**config.mk**
```make
export PLATFORM = sky130hd
export DESIGN_NAME = perm_rank_engine
export DESIGN_NICKNAME = d
export VERILOG_FILES = /design/src/rtl/perm_rank_engine_pkg.sv /design/src/rtl/perm_rank_engine_lehmer.sv /design/src/rtl/perm_rank_engine.sv
export SDC_FILE = /design/constraint.sdc
export NUM_CORES = 1
export LEC_CHECK = 0
export ABC_AREA = 1
export CAP_MARGIN = 20
export CORE_MARGIN = 1
export CORE_UTILIZATION = 43
export DETAILED_ROUTE_END_ITERATION = 12
export DONT_BUFFER_PORTS = 1
export GPL_ROUTABILITY_DRIVEN = 0
export HOLD_SLACK_MARGIN = 0.06
export SYNTH_ARGS = -nofsm -noshare
export SYNTH_HDL_FRONTEND = slang
export SYNTH_HIERARCHICAL = 1
export SYNTH_SLANG_ARGS = --single-unit
```
**constraint.sdc**
```tcl
create_clock -name clk -period 7 [get_ports clk]
set_clock_uncertainty 0.15 [all_clocks]
set_input_delay 0.7 -clock clk [delete_from_list [all_inputs] [get_ports clk]]
set_output_delay 0.7 -clock clk [all_outputs]
set_load 0.01 [all_outputs]
```
**src/rtl/perm_rank_engine_pkg.sv**
```systemverilog
// Shared constants, state encodings and width helpers for the permutation rank/unrank engine.
package perm_rank_engine_pkg;

  localparam int DEF_CLB_N = 5;
  localparam int DEF_CLB_M = 3;
  localparam int DEF_CLB_K = 4;

  localparam logic PRM_RANK   = 1'b0;
  localparam logic PRM_UNRANK = 1'b1;

  typedef enum logic [2:0] {
    PRM_IDLE   = 3'd0,
    PRM_RANKST = 3'd1,
    PRM_DIGIT  = 3'd2,
    PRM_SELECT = 3'd3,
    PRM_DONE   = 3'd4
  } prm_state_e;

  function automatic int fact(input int k);
    int r;
    r = 1;
    for (int i = 2; i <= k; i++) r = r * i;
    return r;
  endfunction

  // Ceiling log2: bits to address x distinct values.
  function automatic int log2(input int x);
    int n;
    n = 0;
    while ((1 << n) < x) n++;
    return n;
  endfunction

  // Bits needed to hold the value x itself.
  function automatic int log2f(input int x);
    int n;
    int v;
    n = 0;
    v = x;
    while (v > 0) begin
      n++;
      v = v >> 1;
    end
    return n;
  endfunction

endpackage

```
**src/rtl/perm_rank_engine_lehmer.sv**
```systemverilog
// Lehmer digit helper: counts unused values below a value and finds the digit-th unused value.
module lehmer_digit_unit #(
  parameter int CLB_K = 4,
  parameter int PW    = 3
) (
  input  logic [CLB_K-1:0] used,
  input  logic [PW-1:0]    value,
  input  logic [PW-1:0]    digit,
  output logic [PW-1:0]    below,
  output logic [PW-1:0]    nth
);

  logic [PW:0] seen;

  always_comb begin
    below = '0;
    nth   = '0;
    seen  = '0;
    for (int j = 0; j < CLB_K; j++) begin
      if (!used[j]) begin
        if ((PW+1)'(j) < {1'b0, value}) below = below + 1'b1;
        if (seen == {1'b0, digit}) nth = PW'(j);
        seen = seen + 1'b1;
      end
    end
  end

endmodule

```
**src/rtl/perm_rank_engine.sv**
```systemverilog
// Iterative permutation <-> lexicographic rank converter, one element per clock, with error flagging.
module perm_rank_engine
  import perm_rank_engine_pkg::*;
#(
  parameter int CLB_N = DEF_CLB_N,
  parameter int CLB_M = DEF_CLB_M,
  parameter int CLB_K = DEF_CLB_K,
  localparam int PW   = log2(CLB_M + CLB_N),
  localparam int ENW  = log2f(fact(CLB_K))
) (
  input  logic                clk,
  input  logic                rst_n,
  input  logic                in_valid,
  output logic                in_ready,
  input  logic                in_mode,
  input  logic [PW*CLB_K-1:0] in_prm,
  input  logic [ENW-1:0]      in_enm,
  output logic                out_valid,
  input  logic                out_ready,
  output logic                out_mode,
  output logic [PW*CLB_K-1:0] out_prm,
  output logic [ENW-1:0]      out_enm,
  output logic                out_err
);

  localparam int FACT = fact(CLB_K);

  prm_state_e         state;
  logic [PW-1:0]      idx;
  logic [ENW-1:0]     acc;
  logic [CLB_K-1:0]   used;
  logic [PW-1:0]      prm_q [CLB_K];
  logic [PW-1:0]      dig_q [CLB_K];
  logic               err;
  logic               mode_q;
  logic [ENW-1:0]     enm_q;

  logic [PW-1:0]      cur_val, cur_dig, below, nth, mark_val, rem;
  logic [ENW-1:0]     rank_next, quo;
  logic [CLB_K-1:0]   hit;
  logic               in_range, step_err, last;
  logic [PW*CLB_K-1:0] prm_flat, sel_flat;

  assign in_ready = (state == PRM_IDLE);
  assign last     = (idx == PW'(CLB_K - 1));

  always_comb begin
    cur_val = '0;
    cur_dig = '0;
    for (int j = 0; j < CLB_K; j++) begin
      if (idx == PW'(j)) begin
        cur_val = prm_q[j];
        cur_dig = dig_q[j];
      end
    end
  end

  lehmer_digit_unit #(.CLB_K(CLB_K), .PW(PW)) u_digit (
    .used  (used),
    .value (cur_val),
    .digit (cur_dig),
    .below (below),
    .nth   (nth)
  );

  // Multiplier/divisor is K-idx, a constant per branch, so no general divider is built.
  always_comb begin
    rank_next = '0;
    quo       = '0;
    rem       = '0;
    for (int j = 0; j < CLB_K; j++) begin
      if (idx == PW'(j)) begin
        rank_next = acc * ENW'(CLB_K - j) + ENW'(below);
        quo       = acc / ENW'(CLB_K - j);
        rem       = PW'(acc % ENW'(CLB_K - j));
      end
    end
  end

  always_comb begin
    mark_val = (state == PRM_SELECT) ? nth : cur_val;
    for (int j = 0; j < CLB_K; j++) hit[j] = (mark_val == PW'(j));
    in_range = ({1'b0, cur_val} < (PW+1)'(CLB_K));
    step_err = !in_range || (|(hit & used));
    prm_flat = '0;
    sel_flat = '0;
    for (int j = 0; j < CLB_K; j++) begin
      prm_flat[PW*j +: PW] = prm_q[j];
      sel_flat[PW*j +: PW] = (idx == PW'(j)) ? nth : prm_q[j];
    end
  end

  always_ff @(posedge clk or negedge rst_n) begin
    if (!rst_n) begin
      state     <= PRM_IDLE;
      idx       <= '0;
      acc       <= '0;
      used      <= '0;
      err       <= 1'b0;
      mode_q    <= 1'b0;
      enm_q     <= '0;
      out_valid <= 1'b0;
      out_mode  <= 1'b0;
      out_prm   <= '0;
      out_enm   <= '0;
      out_err   <= 1'b0;
      for (int j = 0; j < CLB_K; j++) begin
        prm_q[j] <= '0;
        dig_q[j] <= '0;
      end
    end else begin
      case (state)
        PRM_IDLE: begin
          if (in_valid) begin
            mode_q <= in_mode;
            enm_q  <= in_enm;
            used   <= '0;
            for (int j = 0; j < CLB_K; j++) prm_q[j] <= in_prm[PW*j +: PW];
            if (in_mode == PRM_UNRANK) begin
              acc   <= in_enm;
              err   <= ({1'b0, in_enm} >= (ENW+1)'(FACT));
              idx   <= PW'(CLB_K - 1);
              state <= PRM_DIGIT;
            end else begin
              acc   <= '0;
              err   <= 1'b0;
              idx   <= '0;
              state <= PRM_RANKST;
            end
          end
        end
        PRM_RANKST: begin
          acc  <= rank_next;
          used <= used | hit;
          err  <= err | step_err;
          if (last) begin
            out_valid <= 1'b1;
            out_mode  <= mode_q;
            out_prm   <= prm_flat;
            out_enm   <= (err | step_err) ? '0 : rank_next;
            out_err   <= err | step_err;
            state     <= PRM_DONE;
          end else begin
            idx <= idx + 1'b1;
          end
        end
        PRM_DIGIT: begin
          acc <= quo;
          for (int j = 0; j < CLB_K; j++) if (idx == PW'(j)) dig_q[j] <= rem;
          if (idx == '0) state <= PRM_SELECT;
          else           idx   <= idx - 1'b1;
        end
        PRM_SELECT: begin
          used <= used | hit;
          for (int j = 0; j < CLB_K; j++) if (idx == PW'(j)) prm_q[j] <= nth;
          if (last) begin
            out_valid <= 1'b1;
            out_mode  <= mode_q;
            out_prm   <= err ? '0 : sel_flat;
            out_enm   <= enm_q;
            out_err   <= err;
            state     <= PRM_DONE;
          end else begin
            idx <= idx + 1'b1;
          end
        end
        PRM_DONE: begin
          if (out_ready) begin
            out_valid <= 1'b0;
            state     <= PRM_IDLE;
          end
        end
        default: state <= PRM_IDLE;
      endcase
    end
  end

endmodule

```
==> results of run 1 <==
[Yosys cell counts, drive strengths merged, types with 2 or more instances]
master / n / area share
nor3b: 2 / 0.0050
xor2: 8 / 0.014
o22ai: 6 / 0.0076
a21oi: 44 / 0.045
xnor2: 6 / 0.011
nor3: 7 / 0.0093
fa: 5 / 0.020
inv: 80 / 0.062
dfrtp: 66 / 0.33
o211ai: 9 / 0.015
clkinv: 3 / 0.0023
a31oi: 4 / 0.0050
or2: 6 / 0.0076
a32oi: 3 / 0.0053
nand2: 151 / 0.13
nor2: 55 / 0.053
a21boi: 2 / 0.0030
clkbuf: 14 / 0.011
o31ai: 3 / 0.0045
nand4: 13 / 0.019
buf: 7 / 0.0083
ha: 29 / 0.073
mux2: 3 / 0.0068
a2bb2oi: 17 / 0.030
nand3: 29 / 0.038
o21ai: 47 / 0.051
a22oi: 12 / 0.020
[kinds of logic after synthesis]
logic type               after synthesis
AO/OA/AOI/OAI                        154
AND/OR/NAND/NOR                      264
XOR/XNOR                              14
adder cells (fa/ha/maj)               34
buffers and inverters                104
other                                  1
flip-flops                            66
multiplexers                           3
[layout make-up]
| cell class | count | area, sq um | share of cell area |
|---|---|---|---|
| multi-input combinational | 470 | 2900 | 0.541 |
| tap | 140 | 175 | 0.0327 |
| timing repair buffer | 2 | 35.0 | 0.00654 |
| clock buffer | 10 | 239 | 0.0446 |
| clock inverter | 6 | 41.3 | 0.00771 |
| inverter | 83 | 319 | 0.0596 |
| sequential | 66 | 1650 | 0.308 |
[worst max-delay path by stage]
| stage | startpoint | to | slack (ps) | cells past startpoint |
|---|---|---|---|---|
| after global placement | idx[2]$_DFFE_PN0P_ | acc[3]$_DFFE_PN0P_ | 1340 | 29 |
| after detailed placement | idx[2]$_DFFE_PN0P_ | acc[3]$_DFFE_PN0P_ | 1100 | 29 |
| after floorplan | idx[0]$_DFFE_PN0P_ | acc[3]$_DFFE_PN0P_ | 2280 | 31 |
| final | idx[2]$_DFFE_PN0P_ | acc[3]$_DFFE_PN0P_ | 1010 | 29 |
| after CTS | idx[2]$_DFFE_PN0P_ | acc[3]$_DFFE_PN0P_ | 1080 | 29 |
| after global routing | idx[0]$_DFFE_PN0P_ | acc[3]$_DFFE_PN0P_ | 550 | 29 |
[per-stage QoR]
stage	setup slack [ps]	utilization	area, sq um
CTS	1080	0.486	5360
floorplan	2280	-	4960
finish	1010	0.486	5360
global placement	1340	0.458	5050
global route	547	0.486	5360
detailed placement	1100	0.458	5050
[layer usage]
layer	part of all wire	vias up
met4	0.015	0
met5	0	-
met1	0.46	2133
li1	-	2132
met2	0.45	148
met3	0.068	21
[flip-flops by register name, summed over array words and instances (netlist names)]
signal     cells
enm_q          5
out_err        1
err            1
prm_flat      12
dig_q         12
mode_q         1
used           4
out_enm        5
state          3
out_valid      1
idx            3
out_mode       1
out_prm       12
acc            5
[repair_timing]
item,in CTS,in global routing
endpoints found under the setup margin,0,0
hold buffers,1,0
hold endpoints to repair,66,0
==> flow_metrics.py, run 1 <==
metrics = {
    "synthesis": {
        "synth_nets": 696,
        "yosys.area_share.xor_xnor": 0.0247,
        "ys.flop_type": "dfrtp_1",
        "yosysUniqueCellTypes": 55,
        "synth_simple_gate_area_frac": 0.259,
        "synth.mux.area_fraction": 0.00681,
        "synth_warnings": 6,
        "synthAdderAreaFrac": 0.0933,
        "synth_area_sq_um": 4960,
        "syn_inst": 640,
        "ys_ff_latch": 66,
        "async_flop_share": 1.00,
        "synth_top_family_by_area": "simple AND/OR/NAND/NOR gates",
        "synth_compound_area_frac": 0.199,
        "ys_seq_area_frac": 0.333,
        "synth_edf_count": 0,
        "synth.avg_cell_area_sq_um": 7.75,
    },
    "global_routing": {
        "use_met3": 0.0705,
        "grt-busiest-layer": "met2",
        "grt_use_met1": 0.341,
        "grtUsageTotal": 0.248,
        "grt_pass1_wl_mm": 22.6,
        "grt_pass1_vias": 4410,
        "grt_use_met2": 0.380,
        "grt_max_degree": 67,
        "antenna_found_initial": 0,
        "overflow": 0,
    },
    "worst_setup_path": {
        "cp_num_buf_inv": 4,
        "crit_required_ps": 7100,
        "endpoint_kind": "flop",
        "startpoint_type": "flop",
        "critical_path_class": "reg2reg",
        "slowest_delay_ps": 690,
        "rr_startpoint": "idx[2]$_DFFE_PN0P_",
        "slowest_stage": "ha_1",
        "crit_family": "adder cells",
        "r2r_cells": 29,
        "reg2reg_to": "acc[3]$_DFFE_PN0P_",
        "reg2reg_setup_slack_ps": 1010,
        "arrival_ps": 6090,
        "crit_path_max_fanout": 18,
        "path_common_cell": "nand2_1",
    },
    "route": {
        "drc": 0,
        "routedWlPerCell_um": 17.6,
        "drt_iter0_drc": 320,
        "viasPerCell": 5.71,
        "routed_wl_mm": 13.6,
        "dr.pass1.iters": 5,
        "num_vias": 4434,
        "antenna_left": 0,
    },
    "sta": {
        "finalHoldViolations": 0,
        "worstMarginPinSlew_ps": 829,
        "period_minus_slack_ps": 5990,
        "clock.fmax_mhz": 167,
        "finalCritPeriodShare": 0.856,
        "tns_ps": 0,
        "finalHoldWorstSlack_ps": 86.9,
        "drv_slew": 0,
        "grt_setup_unrepaired": "no",
        "relSlewSlack": 0.443,
        "setup_viol": 0,
    },
    "floorplanning": {
        "coreArea_sq_um": 11000,
        "ios": 43,
        "rows": 38,
        "die_h_um": 109,
        "initial_core_util": 0.450,
        "die_w_um": 109,
        "dieArea_sq_um": 12000,
    },
    "cells_and_area": {
        "antennaDiodeCount": 0,
        "fillCellCount": 1071,
        "finalNetCount": 688,
        "mostFrequentLayoutCell": "nand2_1",
        "area_growth_pct": 8.00,
        "layout-drive-gt1-share": 0.135,
        "mostFrequentLayoutCells": "nand2_1, inv_1, dfrtp_1",
        "stdcell_count": 777,
    },
    "clock_network": {
        "cts_tree": "yes",
        "clk_pin_slew_ps": 60,
        "postCtsSetupRepairBufs": 0,
        "htree_levels": 3,
        "cts_resized": 0,
        "clk_latency_ps": 330,
        "cts_sinks": 66,
        "cts_root_buf": "clkbuf_16",
        "numCtsBuffers": 9,
        "cts_max_path_buffers": 2,
    },
    "worst_hold_path": {
        "holdCritPathClass": "in2async",
    },
    "status": {
        "outcome": "completed",
    },
    "place": {
        "dp_cells": 760,
        "io_buffers": 0,
        "hpwl_mm": 10.1,
    },
    "job": {
        "drv_cap": 0,
    },
}
Power of run 1 is left out: the tool's default activity adds up to more than one toggle a clock period on the data nets, which glitch-free logic cannot reach.
==> inputs of run 2 (changes only) <==
==> constraint.sdc (replaced) <==
create_clock -name clk -period 6.5 [get_ports clk]
set_clock_uncertainty 0.15 [all_clocks]
set_input_delay 0.65 -clock clk [delete_from_list [all_inputs] [get_ports clk]]
set_output_delay 0.65 -clock clk [all_outputs]
set_load 0.01 [all_outputs]
==> run 2 against run 1 <==
  * Clock-buffer cell count decreased by 1
  * Worst setup slack improved by 26 ps
  * Register-to-register slack better by 30 ps
  * Final cell count grew 0.26%
  * First-iteration DRC count decreased by 11%
  * Critical path type unchanged
  * Largest cell class unchanged
==> flow_metrics.py, run 2 (synthesis results as in run 1) <==
metrics = {
    "status": {
        "outcome": "completed",
    },
    "sta": {
        "relSlewSlack": 0.432,
        "setup_viol": 0,
        "period_minus_slack_ps": 5470,
        "finalHoldViolations": 0,
        "drv_slew": 0,
        "tns_ps": 0,
        "finalCritPeriodShare": 0.841,
        "clock.fmax_mhz": 183,
        "grt_setup_unrepaired": "no",
        "worstMarginPinSlew_ps": 846,
    },
    "worst_hold_path": {
        "holdCritPathClass": "in2reg",
        "holdPathStages": 2,
    },
    "global_routing": {
        "grt_pass1_wl_mm": 22.3,
        "grt_pass1_vias": 4370,
        "grtUsageTotal": 0.245,
        "antenna_found_initial": 0,
        "overflow": 0,
        "grt_max_degree": 67,
    },
    "place": {
        "io_buffers": 0,
        "dp_cells": 761,
        "hpwl_mm": 10.0,
    },
    "worst_setup_path": {
        "slowest_stage": "fa_1",
        "path_common_cell": "nand2_1",
        "critical_path_class": "reg2reg",
        "cp_num_buf_inv": 3,
        "crit_family": "adder cells",
        "startpoint_type": "flop",
        "reg2reg_setup_slack_ps": 1030,
        "crit_path_max_fanout": 14,
        "arrival_ps": 5570,
        "crit_required_ps": 6600,
        "endpoint_kind": "flop",
        "r2r_cells": 30,
        "slowest_delay_ps": 530,
        "path_depth": 30,
    },
    "clock_network": {
        "cts_max_path_buffers": 2,
        "cts_root_buf": "clkbuf_16",
        "numCtsBuffers": 9,
        "cts_resized": 0,
        "htree_levels": 3,
        "clk_latency_ps": 340,
        "cts_sinks": 66,
        "clk_pin_slew_ps": 60,
        "postCtsSetupRepairBufs": 0,
        "cts_tree": "yes",
    },
    "route": {
        "routedWlPerCell_um": 17.3,
        "viasPerCell": 5.63,
        "num_vias": 4389,
        "drc": 0,
        "antenna_left": 0,
        "drt_iter0_drc": 285,
        "dr.pass1.iters": 5,
        "routed_wl_mm": 13.5,
    },
    "cells_and_area": {
        "area_growth_pct": 8.80,
        "mostFrequentLayoutCells": "nand2_1, inv_1, dfrtp_1",
        "mostFrequentLayoutCell": "nand2_1",
        "stdcell_count": 779,
        "fillCellCount": 1096,
        "layout-drive-gt1-share": 0.136,
        "finalNetCount": 690,
        "final_core_util": 0.489,
        "antennaDiodeCount": 0,
    },
    "job": {
        "drv_cap": 0,
    },
    "floorplanning": {
        "die_w_um": 109,
        "rows": 38,
        "coreArea_sq_um": 11000,
        "ios": 43,
        "dieArea_sq_um": 12000,
        "die_h_um": 109,
        "initial_core_util": 0.450,
    },
}
[run 2: path summary, 6_finish.rpt]
check / from / to
max: idx[0]$_DFFE_PN0P_ / acc[3]$_DFFE_PN0P_
min: in_enm[0] / enm_q[0]$_DFFE_PN0P_
max reg2reg: idx[0]$_DFFE_PN0P_ / acc[3]$_DFFE_PN0P_
min reg2reg: enm_q[0]$_DFFE_PN0P_ / enm_q[0]$_DFFE_PN0P_
max in group asynchronous: rst_n / enm_q[1]$_DFFE_PN0P_
min in group asynchronous: rst_n / prm_flat[9]$_DFFE_PN0P_
[run 2: worst reg2reg max path: cells and delay by family, from the launching register on]
kind | cells | cell delay (ps)
adders and majority gates | 7 | 2000
buffers and inverters | 3 | 560
AOI/OAI and AO/OA | 6 | 820
and+or+nand+nor | 14 | 1450
DFF | 1 | 410
[run 2: per-layer routing]
| metal | GRT usage | part of all wire | up-vias |
|---|---|---|---|
| met5 | 0 | 0 | - |
| met4 | 0.0971 | 0.017 | 0 |
| met3 | 0.0492 | 0.064 | 17 |
| met2 | 0.379 | 0.45 | 177 |
| met1 | 0.334 | 0.46 | 2055 |
| li1 | - | - | 2140 |
[run 2: timing repair]
action,CTS,global route
setup endpoints to repair,0,0
hold buffers,1,1
endpoints found under the hold margin,66,10
[run 2: cell type report]
type / count / area, sq um / area share
clock buffers: 9 / 225 / 0.0417
clock inverters: 7 / 77.6 / 0.0144
inverters: 83 / 319 / 0.0591
multi-input cells: 470 / 2900 / 0.537
flip-flops and latches: 66 / 1650 / 0.306
well taps: 140 / 175 / 0.0325
repair buffers: 4 / 52.6 / 0.00974
[run 2: stage by stage]
stage	hold slack (ps)	worst slack [ps]	instance area, sq um
floorplan	204	1780	4960
global placement	209	1230	5060
detailed placement	208	1110	5060
CTS	61.2	1050	5390
global route	296	542	5400
finish	280	1030	5400
Power of run 2 is left out for the same reason.
==> inputs of run 3 (changes only) <==
==> constraint.sdc (replaced) <==
create_clock -name clk -period 4.6 [get_ports clk]
set_clock_uncertainty 0.15 [all_clocks]
set_input_delay 0.46 -clock clk [delete_from_list [all_inputs] [get_ports clk]]
set_output_delay 0.46 -clock clk [all_outputs]
set_load 0.01 [all_outputs]
==> run 3 against run 2 <==
  * The run now ends with negative setup slack left
  * Largest cell class unchanged
  * Critical endpoint is now out_enm[4]$_DFFE_PN0P_
  * Core utilization up 4.1 points
  * First-iteration DRC count up 12%
  * Critical path type unchanged
  * Via count up 3.8%
  * Global-route usage down 0.064 points
  * Worst setup slack worse by 1100 ps
  * Sequential share of layout area down 2.3 points
==> flow_metrics.py, run 3 (synthesis results as in run 1) <==
metrics = {
    "status": {
        "outcome": "complete, but fails checks",
        "violations": "negative setup slack",
    },
    "clock_network": {
        "cts_sinks": 66,
        "cts_max_path_buffers": 2,
        "cts_root_buf": "clkbuf_16",
        "htree_levels": 3,
        "clk_pin_slew_ps": 60,
        "cts_tree": "yes",
        "clk_latency_ps": 340,
        "numCtsBuffers": 9,
    },
    "route": {
        "routedWlPerCell_um": 17.0,
        "num_vias": 4555,
        "drt_iter0_drc": 320,
        "viasPerCell": 5.59,
        "dr.pass1.iters": 7,
        "drc": 0,
        "routed_wl_mm": 13.9,
        "antenna_left": 0,
    },
    "worst_setup_path": {
        "crit_required_ps": 4670,
        "path_common_cell": "nand2_2",
        "endpoint_kind": "flop",
        "crit_path_max_fanout": 4,
        "slowest_delay_ps": 490,
        "slowest_stage": "fa_1",
        "r2r_cells": 33,
        "startpoint_type": "flop",
        "reg2reg_to": "out_enm[4]$_DFFE_PN0P_",
        "rr_startpoint": "idx[0]$_DFFE_PN0P_",
        "reg2reg_setup_slack_ps": -60,
        "arrival_ps": 4730,
        "critical_path_class": "reg2reg",
    },
    "floorplanning": {
        "die_h_um": 109,
        "ios": 43,
        "rows": 38,
        "dieArea_sq_um": 12000,
        "initial_core_util": 0.450,
        "die_w_um": 109,
        "coreArea_sq_um": 11000,
    },
    "sta": {
        "clock.fmax_mhz": 215,
        "finalHoldViolations": 0,
        "worstMarginPinSlew_ps": 723,
        "setup_viol": 3,
        "relSlewSlack": 0.514,
        "grt_setup_unrepaired": "yes",
        "finalCritPeriodShare": 1.01,
        "drv_slew": 0,
        "fin_ws_ps": -58.3,
        "finalHoldWorstSlack_ps": 88.3,
        "period_minus_slack_ps": 4660,
    },
    "place": {
        "hpwl_mm": 10.2,
        "io_buffers": 0,
        "place_ws_ps": -121,
        "dp_cells": 786,
    },
    "global_routing": {
        "grt_pass1_wl_mm": 21.9,
        "grtUsageTotal": 0.244,
        "overflow": 0,
        "grt_max_degree": 67,
        "antenna_found_initial": 0,
        "grt_pass1_vias": 4242,
    },
    "cells_and_area": {
        "mostFrequentLayoutCell": "nand2_1",
        "antennaDiodeCount": 0,
        "area_growth_pct": 17.8,
        "final_core_util": 0.530,
        "finalNetCount": 726,
        "mostFrequentLayoutCells": "nand2_1, dfrtp_1, inv_1",
        "layout-drive-gt1-share": 0.231,
        "stdcell_count": 815,
    },
    "worst_hold_path": {
        "holdCritPathClass": "in2reg",
        "hold_end": "enm_q[1]$_DFFE_PN0P_",
        "hp-start": "in_enm[1]",
        "holdPathStages": 2,
    },
    "job": {
        "drv_cap": 0,
    },
}
run 3: worst max-delay path by stage:
stage | slack (ps) | cells after the start | to | from
6_report | -60 | 33 | out_enm[4]$_DFFE_PN0P_ | idx[0]$_DFFE_PN0P_
5_1_grt | -370 | 32 | acc[3]$_DFFE_PN0P_ | idx[0]$_DFFE_PN0P_
4_1_cts | 20 | 29 | out_enm[4]$_DFFE_PN0P_ | idx[0]$_DFFE_PN0P_
3_5_place_dp | -120 | 31 | acc[3]$_DFFE_PN0P_ | idx[1]$_DFFE_PN0P_
3_3_place_gp | -30 | 29 | out_enm[4]$_DFFE_PN0P_ | idx[0]$_DFFE_PN0P_
2_1_floorplan | 0.5 | 31 | acc[3]$_DFFE_PN0P_ | idx[0]$_DFFE_PN0P_
run 3: repair_timing:
action	4_1_cts	5_1_grt
setup buffers	5	7
endpoints found under the setup margin	6	8
gates resized for setup	16	27
hold buffers	2	0
gates cloned	0	0
pin swaps	5	26
hold endpoints to repair	66	0
run 3: metrics by stage:
step	instance area, sq um	setup TNS, ps
after floorplan	4970	0
after global placement	5250	-29.1
after detailed placement	5250	-382
after CTS	5700	0
after global routing	5840	-1820
final	5840	-80.1
run 3: cell type report:
type                            count  area (sq um)
Clock buffer                       11           253
Sequential cell                    66          1650
Multi-Input combinational cell    470          3050
Fill cell                        1101          5190
Inverter                           83           319
Clock inverter                      5          60.1
Timing Repair Buffer               40           338
Tap cell                          140           175
run 3: critical path, delay by kind of cell (launching register included):
kind,cells,cell delay (ps)
xor+xnor,2,280
buf+inv,5,430
simple gates,16,1270
flops,1,420
compound gates,5,540
fa+ha+maj,5,1440
run 3: per-layer routing:
layer | up-vias | track usage | part of all wire
li1 | 2209 | - | -
met1 | 2203 | 0.333 | 0.46
met2 | 120 | 0.393 | 0.47
met3 | 23 | 0.0403 | 0.053
met4 | 0 | 0.0810 | 0.018
met5 | - | 0 | 0
Power of run 3 is left out for the same reason.
